`src/rtl/register_file.sv`:
```
// Parametrised register file: one synchronous write port, two registered read
// ports, bulk clear, optional bypass and hardwired-zero entry, sticky range error.
module register_file #(
  parameter int WIDTH    = 8,
  parameter int DEPTH    = 8,
  parameter int ADDR_W   = 3,
  parameter int ZERO_REG = 0,
  parameter int BYPASS   = 1
) (
  input  logic              clk,
  input  logic              rst,
  input  logic              clr,
  input  logic              we,
  input  logic [ADDR_W-1:0] waddr,
  input  logic [WIDTH-1:0]  wdata,
  input  logic              re_a,
  input  logic [ADDR_W-1:0] raddr_a,
  input  logic              re_b,
  input  logic [ADDR_W-1:0] raddr_b,
  output logic [WIDTH-1:0]  rdata_a,
  output logic [WIDTH-1:0]  rdata_b,
  output logic [DEPTH-1:0]  written,
  output logic              err
);

  // Storage spans the whole address space; entries at or above DEPTH are never written.
  localparam int SLOTS = 1 << ADDR_W;
  localparam logic [ADDR_W:0] DEPTH_V = (ADDR_W + 1)'(DEPTH);

  logic [WIDTH-1:0] mem [SLOTS];
  logic [SLOTS-1:0] written_q;
  logic [WIDTH-1:0] next_a;
  logic [WIDTH-1:0] next_b;
  logic             w_in_range;
  logic             a_in_range;
  logic             b_in_range;
  logic             write_ok;
  logic             access_err;

  function automatic logic [WIDTH-1:0] read_value(
    input logic [ADDR_W-1:0] addr,
    input logic [WIDTH-1:0]  stored,
    input logic              in_range
  );
    if (!in_range)
      return '0;
    if (ZERO_REG != 0 && addr == '0)
      return '0;
    if (BYPASS != 0 && we && addr == waddr)
      return wdata;
    return stored;
  endfunction

  always_comb begin
    w_in_range = {1'b0, waddr} < DEPTH_V;
    a_in_range = {1'b0, raddr_a} < DEPTH_V;
    b_in_range = {1'b0, raddr_b} < DEPTH_V;
    write_ok   = we && w_in_range && !(ZERO_REG != 0 && waddr == '0);
    access_err = (we && !w_in_range) || (re_a && !a_in_range) || (re_b && !b_in_range);
    next_a     = read_value(raddr_a, mem[raddr_a], a_in_range);
    next_b     = read_value(raddr_b, mem[raddr_b], b_in_range);
  end

  // Clear beats both the write and the bypass; err is only released by reset.
  always_ff @(posedge clk or negedge rst) begin
    if (!rst) begin
      for (int i = 0; i < SLOTS; i++)
        mem[i] <= '0;
      written_q <= '0;
      rdata_a   <= '0;
      rdata_b   <= '0;
      err       <= 1'b0;
    end else begin
      if (re_a)
        rdata_a <= clr ? '0 : next_a;
      if (re_b)
        rdata_b <= clr ? '0 : next_b;
      if (access_err)
        err <= 1'b1;
      if (clr) begin
        for (int i = 0; i < SLOTS; i++)
          mem[i] <= '0;
        written_q <= '0;
      end else if (write_ok) begin
        mem[waddr]       <= wdata;
        written_q[waddr] <= 1'b1;
      end
    end
  end

  assign written = written_q[DEPTH-1:0];

endmodule
```
`config.mk`:
```
export PLATFORM = sky130hd
export DESIGN_NAME = register_file
export DESIGN_NICKNAME = d
export VERILOG_FILES = /design/src/rtl/register_file.sv
export SDC_FILE = /design/constraint.sdc
export NUM_CORES = 1
export LEC_CHECK = 0
export CORE_ASPECT_RATIO = 1.75
export CORE_UTILIZATION = 35
export DETAILED_ROUTE_END_ITERATION = 16
export MAX_ROUTING_LAYER = met4
export PLACE_DENSITY = 0.58
export SLEW_MARGIN = 20
export SYNTH_ARGS = -nofsm -noshare
export SYNTH_HDL_FRONTEND = slang
export SYNTH_SLANG_ARGS = --single-unit
export TNS_END_PERCENT = 10
```
`constraint.sdc`:
```
create_clock -name clk -period 1.65 [get_ports clk]
set_input_delay 0.33 -clock clk [delete_from_list [all_inputs] [get_ports clk]]
set_output_delay 0.33 -clock clk [all_outputs]
set_load 0.01 [all_outputs]
```
==> impl_results.md, run 1 <==
- Status: finished clean
- Slowest cell on the critical path: clkdlybuf4s50_1
- Crit path DAT: ~1.3 ns
- Number of fill cells in the layout: 1242
- Top cells by area, synth: dfrtp_1, mux4_2, mux2i_1
- Root buffer cell: clkbuf_16
- CORE AREA: 0.0134 mm^2
- Die ar.: 0.0142 mm^2
- Buf+Inv Stages, Crit Path: 1
- Leakage: approximately 2.7 nW
- Final Util: 0.454
- Clk sinks: 88
- Tightest Hold Check Type: primary input to register
- Clock tree from TritonCTS: done
- Post-DP HPWL: 9.84 mm
- CP Cell Sequence: clkdlybuf4s50_1
- Residual DRC: 0
- H-tree Lvls: 3
- Routability cong.: 0.844
- CP peak stage delay: 0.55 ns
- Die Y: around 160 um
- Total number of vias: 3727
- Port buffer count: 46
- Setup Crit Path Kind: register to output pin
- Tot GR Track Use: 0.206
- Post-DRT Antenna Nets: 0
- Share of the synthesized area in the top cell type: 0.459
- Clk buf depth: 2
- I/O Pins: 48
- Final period utilization: 0.977
- Setup violators final: 0
- Synth Area per Inst: 11.1 um^2
- Worst setup EP type: output pin
- Seq cells post-synth: 88
- Register area share after synthesis: 0.459
- Worst rel slew slack: 0.646
- Actual slew at the worst max-slew pin: 0.531 ns
- Area added between synthesis and finish: 26.5%
- RSZ-0062 raised after global routing: yes
- FMAX: between 600 and 700 MHz
- VDD IR-drop max: 0.000436 V
- Nets: approximately 530
- Critical path required time: between 1 and 1.5 ns
- Cell Area, Placed: 0.00570 mm^2
- CTS Buf Count: 9
- Starting Density: 0.359
- Vias in the first global route: 3731
- Mapped Nets: 455
- Total Neg Setup Slack: 0 ns
- Synth unique cells: 30
- Die Width: 90.5 um
- P per Cell Area: between 800 and 900 mW/mm^2
- Skew-Pair Late Insertion Delay: roughly 0.36 ns
- Antenna violations before repair: 0
- Via/cell ratio: between 5 and 6
- Detailed router's first-iteration violation count: 251
- Power, Total: 4.91 mW
- Largest net degree at the start of global routing: 49
- Final max-slew violation count: 0
- First-pass iteration count of the detailed router: 5
- Clock skew: 0.0131 ns
- Layout cells sized above 1: 0.203
- Mapped Cells: 432
- # diodes: 0
- CP Max Fanout: 2
- Synth area leader: dfrtp_1
- Worst-path clk slew: 0.08 ns
- Remaining Overflow, GRT: 0
- Ys Warns: 0
- First-pass GRT wire length: 21.0 mm
- Hold Fails Final Rpt: 0
- Post-route cell area: ~0.0061 mm^2
- Mapped Area: 0.00480 mm^2
- Final Critical Period: 1.61 ns
- Max_cap viols: 0
- Crit path launch type: register
- Post-DR wirelength/cell: approximately 20 um
- # rows: 56
- Top Family by Delay on Critical Path: buffers and inverters
- WL final: around 14 mm
-- logic make-up (layout without fill, tap and decap cells) --
kind of cell,count (synthesis),in the layout,synth area share
other cells,1,1,0.000781
simple gates,155,155,0.153
flops,88,88,0.459
mux,72,72,0.242
buf+inv,52,127,0.0566
xor+xnor,6,6,0.0109
compound gates,58,58,0.0777
-- power breakdown --
group / internal (mW) / total [mW] / switching (mW)
Combinational: 0.304 / 0.654 / 0.350
Clock: 1.06 / 2.01 / 0.954
Sequential: 2.21 / 2.25 / 0.0382
-- cells in the mapped netlist (all sizes together) --
master and instances:
dfrtp 88, nand2 80, a21oi 40, mux2i 40, nor2 40, mux4 32, buf 26, clkbuf 17
nand2b 16, o221ai 16, inv 9, xor2 6, and4b 3, nand4b 3, nand3b 2, nor2b 2
nor4bb 2, o41ai 2, or4 2, and4 1, and4bb 1, conb 1, nand4 1, nor4b 1
or4b 1
-- registers in the layout, indices dropped and copies added (netlist names) --
name / flops
rdata_b: 8
mem: 64
rdata_a: 8
written: 8
-- timing repair --
| item | CTS | global route |
|---|---|---|
| cloned | 0 | 1 |
| hold buffers | 1 | 0 |
| setup endpoints to repair | 41 | 46 |
| resized for setup | 11 | 14 |
| hold endpoints to repair | 35 | 0 |
| setup buffers | 0 | 2 |
| pin swaps | 1 | 2 |
-- final timing paths --
path,start,endpoint,slack [ns],depth (start not counted)
worst max-delay path,rdata_a[3],rdata_a[3],0.04,1
worst min-delay path,clr,mem[50],0.49,3
worst max register to register,mem[32],rdata_b[0],0.29,3
worst min register to register,rdata_b[2],rdata_b[2],0.50,2
max in group asynchronous,rst,mem[50],0.58,3
min in group asynchronous,rst,written[4],0.50,2
-- final cells by class --
class / count / area (um^2) / share of cell area
Clock buffer: 9 / 225 / 0.0371
Clock inverter: 7 / 63.8 / 0.0105
Inverter: 9 / 33.8 / 0.00556
Multi-Input combinational cell: 292 / 2370 / 0.390
Sequential cell: 88 / 2200 / 0.363
Tap cell: 174 / 218 / 0.0358
Timing Repair Buffer: 102 / 963 / 0.159
-- cell usage in the layout (no fill, tap or decap), drive strengths merged, types with 2 or more instances in the layout --
cell           instances
dlygate4sd2            6
dlymetal6s2s           4
dfrtp                 88
inv                   13
buf                   57
mux2i                 40
xor2                   6
o41ai                  2
nand3b                 2
clkbuf                 9
nor4bb                 2
nand2b                16
and4b                  3
mux4                  32
nor2b                  2
o221ai                16
or4                    2
clkdlybuf4s50         34
nor2                  40
clkinvlp               2
nand4b                 3
nand2                 80
a21oi                 40
-- worst min-delay path: cells and delay by family --
family                 cells  cell delay, ns
buffers and inverters      2            0.33
and+or+nand+nor            1            0.13
-- metal layers --
layer	vias to the layer above	wire length [um]	GRT usage
met2	113	7400	0.344
met1	1898	5180	0.232
met3	40	466	0.0227
li1	1676	-	-
met4	0	661	0.137
met5	-	0	-
-- through the flow --
stage | setup WS (ns) | hold slack (ns) | cells
after floorplan | 0.0446 | 0.0344 | 432
after global placement | -0.474 | 0.341 | 661
after detailed placement | -0.485 | 0.346 | 661
after CTS | 0.00835 | 0.481 | 678
after global routing | 0.00699 | 0.502 | 681
final | 0.0379 | 0.488 | 681
Note: power is estimated with default switching activity, not from simulation.
==> run 2: changes to the inputs <==
--- a/config.mk
+++ b/config.mk
@@ -6,6 +6,7 @@
 export NUM_CORES = 1
 export LEC_CHECK = 0
 export CORE_ASPECT_RATIO = 1.75
+export CORE_MARGIN = 2
 export CORE_UTILIZATION = 35
 export DETAILED_ROUTE_END_ITERATION = 16
 export MAX_ROUTING_LAYER = met4
==> impl_results.md, run 2 (same netlist as run 1, synthesis figures left out) <==
- Status: finished clean
- Skew-Pair Late Insertion Delay: 0.34 ns (-0.02 ns)
- Root buffer cell: clkbuf_16
- Met2 wire length: 7.43 mm (+0.35%)
- Post-DP HPWL: 10.0 mm (+1.7%)
- Detailed router's first-iteration violation count: 298 (+19%)
- I/O Pins: 48 (unchanged)
- R2r startpoint: mem[35]
- Residual DRC: 0 (unchanged)
- Final hold slack: 0.434 ns (-0.0537 ns)
- Total number of vias: 3680 (-1.3%)
- Routed met3 length: 456 um (-2.1%)
- Max_cap viols: 0 (unchanged)
- P per Cell Area: 820 mW/mm^2 (+1.5%)
- Setup violators final: 0 (unchanged)
- Clk buf depth: 2 (unchanged)
- Largest net degree at the start of global routing: 40 (-18%)
- CP Cell Sequence: clkdlybuf4s50_1
- Critical path required time: 1.32 ns (about the same)
- Hold Fails Final Rpt: 0 (unchanged)
- Slowest cell on the critical path: clkdlybuf4s50_1
- Final period utilization: 0.978 (+0.00107)
- Antenna violations before repair: 0 (unchanged)
- Top Layer Used: met4
- Crit path launch type: register
- Clk sinks: 88 (unchanged)
- Tot GR Track Use: 0.201 (-0.00460)
- Actual slew at the worst max-slew pin: 0.509 ns (-0.0225 ns)
- Final max-slew violation count: 0 (unchanged)
- WL final: 13.9 mm (+1.1%)
- # rows: 56 (unchanged)
- FMAX: 620 MHz (-0.11%)
- Port buffer count: 46 (unchanged)
- Via/cell ratio: 5.42 (-0.97%)
- Number of flip-flops in the largest register: 64 (unchanged)
- Biggest register: mem
- Starting Density: 0.359 (unchanged)
- Post-DRT Antenna Nets: 0 (unchanged)
- Layout cells sized above 1: 0.196 (-0.00712)
- Post-DR wirelength/cell: 20.4 um (+1.4%)
- Setup Crit Path Kind: register to output pin
- Worst setup EP type: output pin
- Leading cell type in the layout, fill and taps excluded: dfrtp_1
- CTS Buf Count: 9 (unchanged)
- CP peak stage delay: 0.55 ns (about the same)
- First-pass GRT wire length: 21.7 mm (+3.5%)
- Top Family by Delay on Critical Path: buffers and inverters
- # diodes: 0 (unchanged)
- Worst-path clk slew: 0.06 ns (-0.02 ns)
- Crit path DAT: 1.28 ns (about the same)
- Die Width: 92.5 um (+2.2%)
- VDD IR-drop max: 0.000450 V (+3.3%)
- Leakage: 2.65 nW (-0.93%)
- Most frequent cells in the layout: dfrtp_1, nand2_1, buf_4
- Die ar.: 0.0147 mm^2 (+3.5%)
- M1 WL: 5.30 mm (+2.3%)
- Worst rel slew slack: 0.660 (+0.0139)
- Final Util: 0.452 (-0.00140)
- Tightest Hold Check Type: primary input to async pin
- H-tree Lvls: 3 (unchanged)
- RSZ-0062 raised after global routing: no
- Clock skew: 0.00447 ns (-0.00862 ns)
- Vias in the first global route: 3869 (+3.7%)
- Area added between synthesis and finish: 26.1%
- Clock tree from TritonCTS: done
- CP Max Fanout: 2 (unchanged)
- CP startpoint: rdata_b[1]
- First-pass iteration count of the detailed router: 4 (-1)
- Buf+Inv Stages, Crit Path: 1 (unchanged)
- Nets: 523 (-0.38%)
- Routability cong.: 0.889 (+5.3%)
- CORE AREA: 0.0134 mm^2 (unchanged)
- Die Y: 159 um (+1.3%)
- Final Critical Period: 1.61 ns (+0.00177 ns)
- Remaining Overflow, GRT: 0 (unchanged)
## run 2: cell count changes in the layout (fill, tap and decap cells not counted), moves of 2 or more
cell and change:
buf_6 -2, clkbuf_1 +2, clkbuf_8 +2, clkinv_2 +2, clkinvlp_4 -2, inv_6 -2
inv_8 -2
## run 2: layer usage
| metal | vias up | global-route usage |
|---|---|---|
| met5 | - | - |
| met4 | 0 | 0.109 |
| met3 | 43 | 0.0318 |
| met2 | 112 | 0.338 |
| met1 | 1861 | 0.226 |
| li1 | 1664 | - |
## run 2: through the flow
step	TNS [ns]	total power, mW	worst slack, ns	area, um^2	cells
after floorplan	0	2.60	0.0446	4800	432
after global placement	-25.94	2.92	-0.476	5700	661
after detailed placement	-26.66	2.93	-0.490	5700	661
after CTS	-0.00494	5.00	-0.00494	6010	678
after global routing	0	5.14	0.00584	6050	679
final	0	4.97	0.0361	6050	679
## run 2: path summary, 6_finish.rpt
| path | slack, ns | cells past startpoint | end |
|---|---|---|---|
| max in group asynchronous | 0.69 | 3 | mem[49] |
| min in group clk | 0.50 | 2 | written[1] |
| hold reg to reg | 0.50 | 2 | written[1] |
| setup / recovery | 0.04 | 1 | rdata_b[1] |
| hold / removal | 0.43 | 2 | written[4] |
| setup reg to reg | 0.27 | 3 | rdata_b[3] |
## run 2: timing repair
action	in CTS	in global routing
hold endpoints to repair	22	0
buffers inserted	0	0
gates resized for setup	11	10
setup endpoints to repair	25	34
hold buffers	1	0
pin swaps	2	1
gates cloned	0	1
## run 2: layout make-up
cell class / count / area (um^2)
tap: 174 / 218
fill: 1227 / 7330
sequential: 88 / 2200
clock buffer: 13 / 260
multi-input combinational: 292 / 2360
timing repair buffer: 100 / 938
clock inverter: 3 / 40.0
inverter: 9 / 33.8
## run 2: report_power, final
part	internal [mW]	switching [mW]	total, mW	leakage (nW)
logic	0.299	0.349	0.648	1.28
registers	2.21	0.0403	2.25	1.22
clock network	1.25	0.815	2.07	0.150
